<file path="src/rtl/spi_slave_rf.sv">
// rtl/spi_slave_rf.sv - SPI mode-0 responder with oversampled pins and one-entry transmit holding register
module spi_slave_rf #(
    parameter logic [7:0] IDLE_BYTE = 8'hFF
) (
    input  logic       clk,
    input  logic       rstn,
    input  logic       sclk,
    input  logic       csn,
    input  logic       mosi,
    output logic       miso,
    input  logic [7:0] tx_byte,
    input  logic       tx_load,
    output logic       tx_ready,
    output logic       tx_underrun,
    output logic [7:0] rx_byte,
    output logic       rx_valid,
    output logic       busy,
    output logic       frame_end
);

    typedef enum logic {
        IDLE  = 1'b0,
        SHIFT = 1'b1
    } state_t;

    state_t state, state_n;

    logic sclk_s1, sclk_s2, sclk_prev;
    logic csn_s1, csn_s2, csn_prev;
    logic mosi_s1, mosi_s2;
    logic sclk_rise, sclk_fall, csn_fall, csn_rise;
    logic started, armed;

    logic [7:0] sh_tx;
    logic [7:0] sh_rx;
    logic [2:0] bit_cnt;
    logic       reload;
    logic [7:0] hold_data;
    logic       hold_full;

    logic       load_pt;
    logic       do_rx;
    logic       do_tx;
    logic       do_abort;
    logic [7:0] load_byte;

    // Pin synchronizers, registered edge pulses, and the csn arming flag.
    // armed only rises once csn has really been seen high after reset, so a
    // reset released while csn is already low cannot fake a csn fall.
    always_ff @(posedge clk or negedge rstn) begin
        if (!rstn) begin
            sclk_s1   <= 1'b0;
            sclk_s2   <= 1'b0;
            sclk_prev <= 1'b0;
            csn_s1    <= 1'b1;
            csn_s2    <= 1'b1;
            csn_prev  <= 1'b1;
            mosi_s1   <= 1'b0;
            mosi_s2   <= 1'b0;
            sclk_rise <= 1'b0;
            sclk_fall <= 1'b0;
            csn_fall  <= 1'b0;
            csn_rise  <= 1'b0;
            started   <= 1'b0;
            armed     <= 1'b0;
        end else begin
            sclk_s1   <= sclk;
            sclk_s2   <= sclk_s1;
            sclk_prev <= sclk_s2;
            csn_s1    <= csn;
            csn_s2    <= csn_s1;
            csn_prev  <= csn_s2;
            mosi_s1   <= mosi;
            mosi_s2   <= mosi_s1;
            sclk_rise <= sclk_s2 & ~sclk_prev;
            sclk_fall <= ~sclk_s2 & sclk_prev;
            csn_fall  <= armed & csn_prev & ~csn_s2;
            csn_rise  <= csn_s2 & ~csn_prev;
            started   <= 1'b1;
            armed     <= armed | (started & csn_s1);
        end
    end

    // Frame state register.
    always_ff @(posedge clk or negedge rstn) begin
        if (!rstn) begin
            state <= IDLE;
        end else begin
            state <= state_n;
        end
    end

    // Next state and per-cycle actions; csn_rise takes priority over sclk edges.
    always_comb begin
        state_n  = state;
        load_pt  = 1'b0;
        do_rx    = 1'b0;
        do_tx    = 1'b0;
        do_abort = 1'b0;
        case (state)
            IDLE: begin
                if (csn_fall) begin
                    state_n = SHIFT;
                    load_pt = 1'b1;
                end
            end
            SHIFT: begin
                if (csn_rise) begin
                    state_n  = IDLE;
                    do_abort = 1'b1;
                end else if (sclk_rise) begin
                    do_rx = 1'b1;
                end else if (sclk_fall) begin
                    if (reload) begin
                        load_pt = 1'b1;
                    end else begin
                        do_tx = 1'b1;
                    end
                end
            end
            default: state_n = IDLE;
        endcase
    end

    assign load_byte = hold_full ? hold_data : IDLE_BYTE;
    assign tx_ready  = ~hold_full;
    assign busy      = (state == SHIFT);

    // Shift registers, holding register and output pulses.
    always_ff @(posedge clk or negedge rstn) begin
        if (!rstn) begin
            sh_tx       <= 8'h00;
            sh_rx       <= 8'h00;
            bit_cnt     <= 3'd7;
            reload      <= 1'b0;
            miso        <= 1'b0;
            hold_data   <= 8'h00;
            hold_full   <= 1'b0;
            rx_byte     <= 8'h00;
            rx_valid    <= 1'b0;
            tx_underrun <= 1'b0;
            frame_end   <= 1'b0;
        end else begin
            rx_valid    <= 1'b0;
            tx_underrun <= 1'b0;
            frame_end   <= 1'b0;

            // A consuming load point frees the slot before a same-cycle tx_load lands.
            if (tx_load && (!hold_full || load_pt)) begin
                hold_data <= tx_byte;
                hold_full <= 1'b1;
            end else if (load_pt) begin
                hold_full <= 1'b0;
            end

            if (load_pt) begin
                sh_tx       <= load_byte;
                miso        <= load_byte[7];
                tx_underrun <= ~hold_full;
                reload      <= 1'b0;
                if (state == IDLE) begin
                    bit_cnt <= 3'd7;
                end
            end

            if (do_rx) begin
                sh_rx[bit_cnt] <= mosi_s2;
                if (bit_cnt == 3'd0) begin
                    rx_byte  <= {sh_rx[7:1], mosi_s2};
                    rx_valid <= 1'b1;
                    reload   <= 1'b1;
                    bit_cnt  <= 3'd7;
                end else begin
                    bit_cnt <= bit_cnt - 3'd1;
                end
            end

            if (do_tx) begin
                miso <= sh_tx[bit_cnt];
            end

            if (do_abort) begin
                frame_end <= 1'b1;
                sh_rx     <= 8'h00;
                bit_cnt   <= 3'd7;
                reload    <= 1'b0;
                miso      <= 1'b0;
            end
        end
    end

endmodule

</file>
<file path="config.mk">
export PLATFORM = sky130hd
export DESIGN_NAME = spi_slave_rf
export DESIGN_NICKNAME = d
export VERILOG_FILES = /design/src/rtl/spi_slave_rf.sv
export SDC_FILE = /design/constraint.sdc
export NUM_CORES = 1
export LEC_CHECK = 0
export CORE_ASPECT_RATIO = 0.6
export CORE_MARGIN = 8
export CORE_UTILIZATION = 54
export CTS_CLUSTER_SIZE = 20
export DETAILED_ROUTE_END_ITERATION = 8
export HOLD_SLACK_MARGIN = 0.08
export MAX_ROUTING_LAYER = met4
export PLACE_DENSITY = 0.83
export SLEW_MARGIN = 30
export SYNTH_ARGS = -nofsm -noshare
export SYNTH_HDL_FRONTEND = slang
export SYNTH_SLANG_ARGS = --single-unit
</file>
<file path="constraint.sdc">
create_clock -name clk -period 2.4 [get_ports clk]
set_input_delay 0.48 -clock clk [delete_from_list [all_inputs] [get_ports clk]]
set_output_delay 0.48 -clock clk [all_outputs]
set_load 0.02 [all_outputs]
</file>
## Yosys cells after proc, flatten, opt, wreduce, memory -nomap -nowiden

Cells that the tools add are included.

- Register bits after elaboration: 56
- Memories kept: 0
- Input port bits: 14
- Output and inout bits: 14
- RAM bits: 0
- Latch bits: 0
- Bits in read-only memories: 0

- Add/subtract/negate cells: 1
- Multipliers: 0
- $lt $le $gt $ge: 2
- Div/mod/pow operators: 0
- Bitwise logic cells: 13
- Equality and inequality tests: 1
- Reduce and logical (&&, ||, !) cells: 11
- Shift operators: 0
- Mux-type cells: 44

Operators by type and width:

| kind | number |
|---|---|
| 2-to-1 mux 1 bit | 31 |
| 2-to-1 mux 8 bit | 3 |
| 2-to-1 mux 3 bit | 5 |
| bitwise mux 8 bit | 1 |
| bitwise AND 1 bit | 6 |
| inverter 1 bit | 6 |
| nonzero test 3 bit | 2 |
| < comparator 3 x 4 -> 1 bit (second input constant) | 1 |
| case mux 1 bit (2 select lines) | 2 |
| AND reduction 2 bit | 2 |
| nonzero test 2 bit | 2 |
| binary-select mux 1 bit (select 3 bit) | 1 |
| demux 1 bit (select 3 bit) | 1 |
| >= comparator 3 x 1 -> 1 bit (second input constant) | 1 |
| zero test 3 bit | 1 |
| != test 3 x 1 -> 1 bit (second input constant) | 1 |
| subtractor 3 x 1 -> 3 bit (second input constant) | 1 |
| logical AND 1 bit | 2 |
| zero test 1 bit | 1 |
| logical OR 1 bit | 1 |
| OR 1 bit | 1 |

## Longest topological paths before layout

- Word-level depth: 9
- Gate-level depth with buffers: 7
- Depth with buffers taken out: 6

## Worst setup path after synthesis

Ideal clock, no wire load.

- Path kind: register to register
- Start: register bit_cnt[0]
- End: register miso
- Setup time: 0.126 ns
- Cell stages (with the launch flop): 5
- Arrival time: 1.726 ns
- Slack: 0.548 ns
- Required time: 2.274 ns
- Path buffers: 1
- Clock period less this slack: 1.852 ns
- Path through: dfstp_2 buf_6 mux4_1 mux2_2 a221o_1

- Word-level cells in the longest chain between the ends: 4

RTL lines:

| item | RTL line | text |
|---|---|---|
| from (decl) | 36 | `logic [2:0] bit_cnt;` |
| from (signal assigned) | 174 | `bit_cnt <= bit_cnt - 3'd1;` |
| binary-select mux 1 bit (select 3 bit) | 179 | `miso <= sh_tx[bit_cnt];` |
| 2-to-1 mux 1 bit (implied by the code) | 179 |  |
| 2-to-1 mux 1 bit | 178 | `if (do_tx) begin` |
| 2-to-1 mux 1 bit | 182 | `if (do_abort) begin` |
| to (signal assigned) | 158 | `miso <= load_byte[7];` |
| to (signal assigned) | 179 |  |
| to (decl) | 10 | `output logic miso,` |

No other way between the ends. The select of a mux whose other input is x is not followed.
A chain may end at the register's enable or synchronous reset.

## Final worst setup path

- Start: register hold_full
- End: output tx_ready

- Word-level cells in the longest chain between the ends: 1

RTL lines:

| item | RTL line | text |
|---|---|---|
| from (decl) | 39 | `logic hold_full;` |
| from (signal assigned) | 138 | `hold_full <= 1'b0;` |
| from (signal assigned) | 151 | `hold_full <= 1'b1;` |
| from (signal assigned) | 153 | `hold_full <= 1'b0;` |
| inverter 1 bit | 126 | `assign tx_ready = ~hold_full;` |
| to (decl) | 13 | `output logic tx_ready,` |

No other way between the ends.

==> results.md <==
Status:
- The flow ran to the end, and the final reports show no timing, DRC or antenna violations.

Detailed routing:
- The mean routed wirelength per cell is about 17 µm.
- The routed layout has 1398 vias.
- The first routing iteration left 172 violations.
- Dividing the detail-routed via count by the number of cells gives around 5.6.
- The routed length on met2 is approximately 2.2 mm.
- The detailed-routing wirelength on met1 is ~1.9 mm.
- The highest metal layer carrying signal wires in the routed design is met4.
- The wire length on met3 is about 160 µm.
- Once detail routing completed, the nets flagged for antenna violations numbered 0.
- The residual DRC count is 0.
- The aggregate routed wire length is approximately 4.3 mm.
- The number of iterations in the first detailed-routing pass is 4.

Worst setup path:
- The critical path startpoint category is a flip-flop.
- STA classifies the critical path endpoint as an output pin.
- The critical path is of the reg2out type.
- At the worst endpoint, the required time is roughly 1.9 ns.
- The reg-to-reg critical path startpoint is bit_cnt[0].
- The endpoint identified for the worst register-to-register timing path is miso.
- The data arrival time of the worst path is ~1.6 ns.
- Of all nets on the critical path, the largest fanout is 9.
- The worst register-to-register path has a setup slack of around 0.47 ns.
- The number of cell instances on the worst register-to-register path is 3.

Placed design:
- The count of input and output buffers is 27.
- The HPWL after detailed placement is about 3.2 mm.
- The area after detailed placement is between 0.002 and 0.003 mm².
- The setup slack after placement is between 0.4 and 0.5 ns.
- At the end of routability-driven placement, the weighted congestion stood at 0.849.

Logic synthesis:
- The share of synthesized flip-flops with an asynchronous set or reset is between 90% and 100%.
- The distinct cell type count after synthesis is 36.
- During synthesis, Yosys emitted a total of 0 warnings.
- The commonest register cell after synthesis is dfrtp_1.
- Summed over all instances, the cell type with the most area after synthesis is dfrtp_1.
- By area the synthesized netlist is led by dfrtp_1, dfstp_2, mux2_1.
- The synthesized netlist cell count is 168.
- Averaged over all synthesized cells, the footprint is 13.1 µm².
- The most common cell in the synthesized netlist is dfrtp_1.
- The commonest cells after synthesis are dfrtp_1, nor2_1, a21oi_1, inv_1, mux2_1.
- The synthesized design contains 0 enable-type register cells.
- The register bit total from synthesis is 55.
- The area share of the largest cell type after synthesis is 55.9%.
- Of the synthesized area, sequential elements account for a little over three fifths.
- Synthesis produced a netlist with a net count of about 180.
- In this run the cell area of the synthesized design comes to 0.00219 mm².

Floorplan:
- The number of cell rows is 18.
- The effective utilization at floorplan is a little over half.
- After floorplanning, the core was sized to cover approximately 0.0040 mm².
- The floorplan step set the die width to 98.3 µm.
- The floorplan step defined a die boundary enclosing ~0.0064 mm².
- The height of the die is approximately 65 µm.
- 28 I/O pins were placed.

STA:
- The clock arrives with roughly 0.0040 ns of skew.
- The final critical delay including setup and external delays is approximately 2 ns.
- The worst-case setup margin in the final layout is between 0.3 and 0.4 ns.
- For this run, the top clock speed supported by timing is between 400 and 500 MHz.
- The sum of negative setup slack is 0 ns.
- The worst path uses between 80% and 90% of the clock period.
- The relative slew slack is 61.7%.
- For the pin with the worst max-slew slack, the measured transition is around 0.57 ns.
- The number of pins exceeding their max-slew limit in the final report is 0.
- Setup repair after global routing left no endpoint under its margin.
- Setup violations remaining at the end of the flow were counted as 0.
- The final number of hold-violating endpoints is 0.

CTS:
- The clock-pin slew of the registers on the worst-case setup and hold paths is ~0.10 ns.
- The number of levels in the clock H-tree is 2.
- The hold buffer count at cts is 0.
- The number of CTS-inserted buffers is 5.
- Clock latency on the worst-skew pair, taken at its later pin, is between 0.3 and 0.4 ns.
- Buffers added to address setup during post-CTS repair amount to 0.
- The clock root buffer is clkbuf_8.
- The CTS tree is built.
- Counting every sink on the clock net gives 55.
- The post-cts sizing count is 0.
- The clock passes through at most 2 buffers.

Cells and area:
- The core occupancy in the finished layout is 65.5%.
- The final antenna diode count is 0.
- The multi-input combinational cells in the finished layout cover a total of 724 µm².
- The finished cells cover between 0.002 and 0.003 mm².
- The area added between synthesis and finish is 19.7%.
- The final net count is roughly 220.
- The sequential cells in the finished layout cover a total of between 0.001 and 0.0015 mm².
- The layout cell share with drive strength beyond 1 is a little over an eighth.
- The fill cell total of the finished layout is between 300 and 400.

Power and ir drop:
- VDD sags by at most between 0.0006 and 0.0007 V.
- The leakage power of the design is 1.24 nW.
- In this run the power density over the cells is 823 mW/mm².

Job:
- Max-cap violations in this run came to 0.

GRT:
- The number of global-route vias before repair was between 1000 and 1500.
- The largest net degree at the start of global routing is 27.
- Global routing consumed, over all layers together, between 10% and 20% of the routing resources.
- The initial antenna violation count is 0.
- The total congestion overflow after global routing is 0.
- The first global-routing pass estimated roughly 7.5 mm of wire.

Min path:
- The min-delay analysis places its worst path in the category in2async.
-- worst max path at each step --
stage	startpoint	endpoint	slack, ns	depth (start not counted)
after floorplan	bit_cnt[0]	miso	0.55	4
after global placement	bit_cnt[0]	miso	0.55	3
after detailed placement	bit_cnt[0]	miso	0.47	3
after CTS	hold_full	tx_ready	0.34	2
after global routing	hold_full	tx_ready	0.25	2
final	hold_full	tx_ready	0.35	2
-- cell usage in the layout, fill, tap and decap left out, types with 2 or more instances in the layout --
cell type / Yosys / final
dfrtp_1: 49 / 49
clkdlybuf4s50_1: 0 / 26
nor2_1: 15 / 15
inv_1: 11 / 11
a21oi_1: 11 / 11
mux2_1: 10 / 10
nor3_1: 8 / 8
mux2i_1: 8 / 8
mux2_2: 7 / 7
dfstp_2: 6 / 6
clkbuf_8: 0 / 6
nor2b_1: 5 / 5
buf_4: 0 / 3
nand2_1: 2 / 2
nand2b_1: 2 / 2
a21o_1: 2 / 2
or4_1: 2 / 2
nor4_1: 2 / 2
a31oi_1: 2 / 2
mux4_1: 2 / 2
or3_1: 2 / 2
ha_1: 2 / 2
-- final cells by class --
cell class | count | area share, %
Tap cell | 50 | 2.38
Inverter | 12 | 1.72
Clock buffer | 6 | 3.15
Clock inverter | 2 | 1.48
Sequential cell | 55 | 52.7
Timing Repair Buffer | 30 | 11.0
Multi-Input combinational cell | 95 | 27.6
-- where the power goes --
part | internal, mW | switching (mW)
logic | 0.172 | 0.169
clock network | 0.343 | 0.302
registers | 1.08 | 0.0979
-- per-stage QoR --
stage / power [mW] / cells / hold slack (ns)
after floorplan: 1.39 / 168 / 0.184
after global placement: 1.49 / 242 / 0.333
after detailed placement: 1.53 / 242 / 0.340
after CTS: 2.17 / 250 / 0.169
after global routing: 2.27 / 250 / 0.184
final: 2.16 / 250 / 0.151
-- state kept, by name, summed over array words and instances (netlist names), 3 cells and up --
name / flops
sh_tx: 8
bit_cnt: 3
hold_data: 8
rx_byte: 8
sh_rx: 7
-- worst max-delay path: stages, from the launching register on --
cell	delay [ns]
dfrtp_1	0.40
clkinv_1	0.24
clkdlybuf4s50_1	0.62
-- routing by layer --
| layer | track usage [%] | vias to the layer above |
|---|---|---|
| met5 | - | - |
| met4 | 5.69 | 0 |
| met3 | 3.16 | 11 |
| met2 | 25.0 | 43 |
| met1 | 18.7 | 705 |
| li1 | - | 639 |
-- cell families after synthesis --
logic type                 after synthesis  synth area share [%]
adders and majority gates                2                  1.14
muxes                                   27                  14.8
AOI/OAI and AO/OA                       20                  5.93
other                                    1                 0.171
and+or+nand+nor                         45                  11.0
buffers and inverters                   18                  3.88
DFF                                     55                  63.1
No activity file was read; power rests on OpenSTA's default activity.
